==> src/rtl/filt_cicd_pkg.sv <==
// filt_cicd_pkg: shared clog2 helper, default output width and default-width signed sample type for the CIC decimator
package filt_cicd_pkg;
  function automatic int clog2(input int v);
    int r;
    r = 0;
    while ((1 << r) < v) r++;
    return r;
  endfunction
  localparam int oup_width_dflt = 16 + 3 * clog2(8 * 1);
  typedef logic signed [oup_width_dflt-1:0] sample_t;
endpackage

==> src/rtl/filt_cicd_comb.sv <==
// filt_cicd_comb: one comb stage y <= x - x(m decimated samples ago); ports clk (decimated clock), rst_n (async active-low), x (stage input), y (registered stage output)
module filt_cicd_comb
  import filt_cicd_pkg::*;
#(
  parameter int w = oup_width_dflt,
  parameter int m = 1
) (
  input  logic                clk,
  input  logic                rst_n,
  input  logic signed [w-1:0] x,
  output logic signed [w-1:0] y
);
  logic signed [w-1:0] dly [m];
  always_ff @(posedge clk or negedge rst_n)
    if (!rst_n) begin
      y <= '0;
      for (int i = 0; i < m; i++) dly[i] <= '0;
    end else begin
      y <= x - dly[m-1];
      dly[0] <= x;
      for (int i = 1; i < m; i++) dly[i] <= dly[i-1];
    end
endmodule

==> src/rtl/filt_cicd.sv <==
// filt_cicd: CIC decimator (N integrators at i_clk, decimate by R, N combs on internal w_sclk); ports i_clk, i_rst_an (async active-low), i_ena (input-rate enable), i_data (signed sample), o_data (full-precision decimated output)
module filt_cicd
  import filt_cicd_pkg::*;
#(
  parameter int gp_decimation_factor = 8,
  parameter int gp_order             = 3,
  parameter int gp_diff_delay        = 1,
  parameter int gp_phase             = 0,
  parameter int gp_inp_width         = 16,
  parameter int gp_oup_width         = gp_inp_width + gp_order * clog2(gp_decimation_factor * gp_diff_delay)
) (
  input  logic                           i_clk,
  input  logic                           i_rst_an,
  input  logic                           i_ena,
  input  logic signed [gp_inp_width-1:0] i_data,
  output logic signed [gp_oup_width-1:0] o_data
);
  localparam int r  = gp_decimation_factor;
  localparam int cw = clog2(r);
  localparam int w  = gp_oup_width;
  logic [cw-1:0] cnt, cnt_nxt;
  logic w_sclk;
  logic signed [w-1:0] integ [gp_order];
  logic signed [w-1:0] dec;
  logic signed [w-1:0] stg [gp_order+1];
  assign cnt_nxt = (cnt == cw'(r - 1)) ? '0 : cnt + cw'(1);
  // w_sclk is registered from the next count so its rising edge lands on the wrap to 0
  always_ff @(posedge i_clk or negedge i_rst_an)
    if (!i_rst_an) begin
      cnt <= cw'(gp_phase);
      w_sclk <= 1'(gp_phase < r / 2);
      for (int i = 0; i < gp_order; i++) integ[i] <= '0;
    end else if (i_ena) begin
      cnt <= cnt_nxt;
      w_sclk <= cnt_nxt < cw'(r / 2);
      integ[0] <= integ[0] + w'(i_data);
      for (int i = 1; i < gp_order; i++) integ[i] <= integ[i] + integ[i-1];
    end
  always_ff @(posedge w_sclk or negedge i_rst_an)
    if (!i_rst_an) dec <= '0;
    else dec <= integ[gp_order-1];
  assign stg[0] = dec;
  for (genvar k = 0; k < gp_order; k++) begin : g_comb
    filt_cicd_comb #(.w(w), .m(gp_diff_delay)) u_comb (
      .clk  (w_sclk),
      .rst_n(i_rst_an),
      .x    (stg[k]),
      .y    (stg[k+1])
    );
  end
  assign o_data = stg[gp_order];
endmodule

==> config.mk <==
export PLATFORM = sky130hd
export DESIGN_NAME = filt_cicd
export DESIGN_NICKNAME = d
export VERILOG_FILES = /design/src/rtl/filt_cicd_pkg.sv /design/src/rtl/filt_cicd_comb.sv /design/src/rtl/filt_cicd.sv
export SDC_FILE = /design/constraint.sdc
export NUM_CORES = 1
export LEC_CHECK = 0
export CAP_MARGIN = 25
export CORE_MARGIN = 2
export CORE_UTILIZATION = 50
export CTS_CLUSTER_DIAMETER = 80
export DETAILED_ROUTE_END_ITERATION = 12
export HOLD_SLACK_MARGIN = 0.1
export PLACE_DENSITY = 0.67
export SKIP_CTS_REPAIR_TIMING = 1
export SLEW_MARGIN = 20
export SYNTH_ARGS = -nofsm -noshare
export SYNTH_HDL_FRONTEND = slang
export SYNTH_HIERARCHICAL = 1
export SYNTH_SLANG_ARGS = --single-unit
==> constraint.sdc <==
create_clock -name i_clk -period 3.5 [get_ports i_clk]
set_input_delay 0.7 -clock i_clk [delete_from_list [all_inputs] [get_ports i_clk]]
set_output_delay 0.7 -clock i_clk [all_outputs]
set_load 0.05 [all_outputs]
=== After elaboration in Yosys (flattened, before gate mapping) ===
Cells that the tools add are included.

* $add $sub $neg: 7
* Order comparisons: 1
* Equality and inequality tests: 1
* Multiplexer cells: 1

{| class="wikitable"
|+ Operator list
! cell !! number
|-
| 25-bit subtractor || 3
|-
| 25-bit adder || 2
|-
| 25-bit by 16-bit adder with 25-bit output || 1
|-
| 3-bit by 1-bit adder with 3-bit output, second input constant || 1
|-
| 3-bit == test, second input constant || 1
|-
| 3-bit < comparator, second input constant || 1
|-
| 3-bit two-way mux || 1
|}

* Register bits: 254

=== Longest topological paths before layout ===
Gate-level depths: netlist of the first run.

* Depth after elaboration: 3
* Depth in mapped cells: 10
* Mapped depth without buffers: 10

=== Cells and area by module ===
The synthesis of the first run kept the hierarchy.

{| class="wikitable"
|+ Modules (own cells, without submodules)
! module !! instances !! cells an instance !! area an instance (sq um)
|-
| filt_cicd_comb || 3 || 249 || 2591.2
|-
| filt_cicd || 1 || 773 || 7479.7
|}

==> results of run 1 <==
[sequential cells by signal, indices dropped and copies added (netlist names)]
signal             count
cnt                    3
g_comb.u_comb/y       75
w_sclk                 1
g_comb.u_comb/dly     75
integ                 75
dec                   25
[how the worst min path moves through the flow]
stage                    from        end  slack (ps)  depth (start not counted)
finish               i_rst_an     cnt[0]         410                          1
global route        integ[49]  integ[49]         520                          1
CTS                 integ[49]  integ[49]         490                          1
detailed placement  integ[49]  integ[49]         480                          1
global placement    integ[24]  integ[24]         460                          1
floorplan            i_rst_an     cnt[0]         400                          0
[final cells by class]
| class | instances | area [sq um] |
|---|---|---|
| clock buffers | 11 | 233 |
| clock inverters | 5 | 82.6 |
| fillers | 2668 | 13400 |
| inverters | 128 | 480 |
| multi-input cells | 1106 | 8240 |
| flip-flops and latches | 254 | 6360 |
| well taps | 390 | 488 |
| repair buffers | 59 | 569 |
[worst max-delay path, cell delays in order]
cell	delay, ps
clkdlybuf4s50_1	410
ha_1	240
fa_1	420
a21oi_1	240
o211ai_1	170
o221ai_1	190
buf_4	150
o21ai_0	180
a221o_1	380
o311ai_1	250
[cells by family (layout without fill, tap and decap cells)]
kind of cell	after synthesis	after routing	synth area share, %
xor+xnor	114	114	6.55
fa+ha+maj	152	152	12.8
mux	46	46	3.41
flops	254	254	41.7
simple gates	318	318	10.4
compound gates	476	476	20.9
buf+inv	160	203	4.30
[placed cells by master (no fill, tap or decap), drive strengths merged, types with 8 or more instances in the layout]
master | Yosys | routed
clkbuf | 24 | 11
and3 | 21 | 21
ha | 146 | 146
o31ai | 15 | 15
nand3 | 25 | 25
o21bai | 14 | 14
a31oi | 17 | 17
a211oi | 21 | 21
dfrtp | 253 | 253
nand2b | 16 | 16
o2111ai | 10 | 10
xnor2 | 86 | 86
a21oi | 143 | 143
inv | 127 | 127
a211o | 8 | 8
mux2 | 45 | 45
a21o | 54 | 54
o211ai | 24 | 24
nor2b | 16 | 16
nor2 | 82 | 82
xor2 | 28 | 28
a21boi | 10 | 10
buf | 8 | 18
or3 | 9 | 9
o21ai | 83 | 83
nand4 | 11 | 11
nor3 | 17 | 17
o21a | 22 | 22
nand2 | 85 | 85
clkdlybuf4s50 | 0 | 41
[through the flow]
step           worst slack, ps  total power, mW
2_1_floorplan              787             12.4
3_3_place_gp               118             14.4
3_5_place_dp              81.1             14.6
4_1_cts                    429             15.7
5_1_grt                    287             17.3
6_report                   429             15.6
[power breakdown]
group	internal (mW)	switching (mW)	total, mW	leakage, nW
clock	0.625	0.385	1.01	0.142
sequential	3.01	0.722	3.73	2.96
combinational	4.83	6.05	10.9	4.43
[routing by layer]
metal  vias to the layer above  track usage, %  wire length [um]
li1                       5599               -                 -
met1                      5188            21.9             12000
met5                         -               0                 0
met4                         0            5.52               629
met3                        48            1.12               542
met2                       162            36.0             14600
==> results.cfg, run 1 <==
[timing]
fmax_mhz = 326
maxSlewViolCount = 0
untimed_endpoints = 200
unclocked_regs = 175
hold_violations = 0
fin_crit_sh_pct = 87.7
finalSetupViolCount = 0
setup-tns-final_ps = 0
fin_crit_ps = 3070
worst_pin_slew_ps = 992
rsz0062_at_grt = no
clock_skew_ps = 7.42
relSlewSlack_pct = 33.9
fin_hold_ws_ps = 410

[yosys]
synthesis.area_sq_mm = 0.0153
synth_area_per_cell_sq_um = 10.0
synthTopCellsByArea = dfrtp_1, ha_1, xnor2_1
synth_most_common_cell = dfrtp_1
yosysTopAreaCellShare_pct = 41.5
syn_nets = 1691
synth_seq_cells = 254
synth_edf_count = 0
yosys_warnings = 6
yosysTopAreaCell = dfrtp_1
ys_seq_area_share_pct = 41.7
syn_inst = 1520
synth-async-reset-ratio_pct = 100
ys.flop_type = dfrtp_1
ys_types = 85
synthTopCellsByCount = dfrtp_1, ha_1, a21oi_1, inv_1, xnor2_1

[final_layout]
final_area_sq_mm = 0.0165
nNetsFinal = 1729
utilization_pct = 55.1
antennaDiodeCount = 0
drive_gt1_share_pct = 7.42
area_delta_synth_final_pct = 7.87
stdcell_count = 1953

[floorplanning]
initial_core_util_pct = 51.1
rows = 63
die_w_um = 179
num_io_pins = 44
die_area_sq_mm = 0.0319
die_h_um = 179
coreArea_sq_mm = 0.0299

[global_route]
antenna_found_initial = 0
grt_pass1_wl_mm = 49.4
grt_usage_pct = 18.6
gr-total-overflow = 0
grt_pass1_vias = 11100
grt_max_degree = 135

[place]
placed_area_sq_mm = 0.0161
gp_congestion = 0.929
port_buffers = 43
dp.cells = 1937
hpwlAfterDp_mm = 21.9

[critical_path]
critPathRequiredTime_ps = 3750
regToRegSetupSlack_ps = 560
cp-end-kind = flip-flop
start_kind = input port
cp.arrival_ps = 3320
r2r_cells = 9
r2r_end = integ[45]
worstPathMaxFanout = 3
crit_path_start = i_data[0]
r2r_start = integ[25]
cp-endpoint = integ[72]
critical_path_class = input port to flip-flop

[clock_tree]
cts_buffers = 9
clk_path_buf_depth = 2
clk_latency_ps = 340
cts-htree-levels = 3
cts_tree = built
cts_root_buf = clkbuf_16
clkTransAtPathRegs_ps = 60

[job]
drv_cap = 0

[hold_path]
min_path_type = input port to asynchronous set/reset pin

[routing]
vias_per_cell = 5.63
drt_iter0_drc = 529
drc_errors = 0
routedWlPerCell_um = 14.2
vias = 11000
dr.pass1.iters = 5
drt_wl_total_mm = 27.7
antenna_left = 0

[pwr]
vdd.ir_drop.worst_mv = 0.549
cellPowerDensity_mw_per_mm2 = 950
p_leak_nw = 7.53

[run_status]
status = completed
Note: power is estimated with default switching activity, not from simulation.
==> run 2, diff against run 1 <==
--- a/config.mk
+++ b/config.mk
@@ -6,12 +6,11 @@
 export NUM_CORES = 1
 export LEC_CHECK = 0
 export CAP_MARGIN = 25
-export CORE_MARGIN = 2
-export CORE_UTILIZATION = 50
+export CORE_UTILIZATION = 45
 export CTS_CLUSTER_DIAMETER = 80
 export DETAILED_ROUTE_END_ITERATION = 12
 export HOLD_SLACK_MARGIN = 0.1
-export PLACE_DENSITY = 0.67
+export PLACE_DENSITY = 0.7
 export SKIP_CTS_REPAIR_TIMING = 1
 export SLEW_MARGIN = 20
 export SYNTH_ARGS = -nofsm -noshare
==> results.cfg, run 2 (same netlist as run 1, synthesis figures left out) <==
[hold_path]
min_path_type = input port to asynchronous set/reset pin

[global_route]
grt_pass1_vias = 10900
grt_pass1_wl_mm = 48.7
gr-total-overflow = 0
antenna_found_initial = 0
grt_max_degree = 140
grt_usage_pct = 16.9

[place]
hpwlAfterDp_mm = 21.4
dp_worst_setup_slack_ps = 5.44
gp_congestion = 0.889
port_buffers = 43
dp.cells = 1992
placed_area_sq_mm = 0.0162

[timing]
fin_crit_sh_pct = 89.0
maxSlewViolCount = 0
finalSetupViolCount = 0
worst_pin_slew_ps = 896
clock_skew_ps = 8.62
hold_violations = 0
rsz0062_at_grt = no
fin_crit_ps = 3110
relSlewSlack_pct = 40.3
finalWorstSetupSlack_ps = 385
fmax_mhz = 321
setup-tns-final_ps = 0
unclocked_regs = 175
fin_hold_ws_ps = 456
untimed_endpoints = 200

[routing]
dr.pass1.iters = 5
drt_iter0_drc = 380
drt_wl_total_mm = 27.3
drc_errors = 0
vias_per_cell = 5.46
vias = 11000
routedWlPerCell_um = 13.6
antenna_left = 0

[clock_tree]
cts_tree = built
cts_buffers = 9
cts_root_buf = clkbuf_16
clk_latency_ps = 340
clkTransAtPathRegs_ps = 70
cts-htree-levels = 3
clk_path_buf_depth = 2

[pwr]
vdd.ir_drop.worst_mv = 0.415
cellPowerDensity_mw_per_mm2 = 945
p_leak_nw = 7.52
p_total_mw = 15.6

[floorplanning]
die_h_um = 186
rows = 67
coreArea_sq_mm = 0.0334
die_area_sq_mm = 0.0346
die_w_um = 186
num_io_pins = 44
initial_core_util_pct = 45.6

[critical_path]
worstPathMaxFanout = 3
critical-path-slowest-cell = clkdlybuf4s50_1
critical_path_class = input port to flip-flop
cp_cell_sequence = clkdlybuf4s50_1 -> ha_1 -> fa_1 -> a21oi_1 -> o211ai_1 -> o221ai_1 -> o21ai_0 -> a221o_1 -> o311ai_1
cp-end-kind = flip-flop
cp.arrival_ps = 3360
critPathRequiredTime_ps = 3740
critPathMaxStageDelay_ps = 420
start_kind = input port

[final_layout]
nNetsFinal = 1726
area_delta_synth_final_pct = 8.09
stdcell_count = 2008
utilization_pct = 49.3
top_regs = g_comb.u_comb/dly: 75 flops, g_comb.u_comb/y: 75 flops, integ: 75 flops
mostFrequentLayoutCells = dfrtp_1, ha_1, a21oi_1
antennaDiodeCount = 0
drive_gt1_share_pct = 7.37
final_common_cell = dfrtp_1
final_area_sq_mm = 0.0165

[run_status]
status = completed

[job]
drv_cap = 0
## run 2: critical path, delay by kind of cell
kind | cells | cell delay [ps]
adder cells (fa/ha/maj) | 2 | 660
buffers and inverters | 1 | 420
AO/OA/AOI/OAI | 6 | 1580
## run 2: metal layers
layer	global-route usage [%]	wire length, um	up-vias
li1	-	-	5588
met5	0	0	-
met1	20.5	12300	5166
met2	31.6	14000	156
met4	4.89	590	0
met3	1.31	420	44
## run 2: power by group
part | total (mW) | internal, mW | switching [mW]
logic | 10.9 | 4.79 | 6.07
clock network | 0.994 | 0.569 | 0.425
registers | 3.73 | 3.01 | 0.722
## run 2: final timing paths
kind,end,startpoint,cells past startpoint,slack (ps)
max in group asynchronous,integ[47],i_rst_an,1,2460
hold / removal,integ[1],i_rst_an,1,460
setup / recovery,integ[72],i_data[0],9,390
hold reg to reg,integ[24],integ[24],1,480
setup reg to reg,integ[45],integ[25],9,560
min in group i_clk,integ[24],integ[24],1,480
## run 2: final cells by class
class                           instances  area [sq um]
Clock inverter                          7          85.1
Fill cell                            2994         17000
Multi-Input combinational cell       1106          8240
Timing Repair Buffer                   56           534
Sequential cell                       254          6360
Inverter                              128           480
Clock buffer                            9           225
Tap cell                              448           561
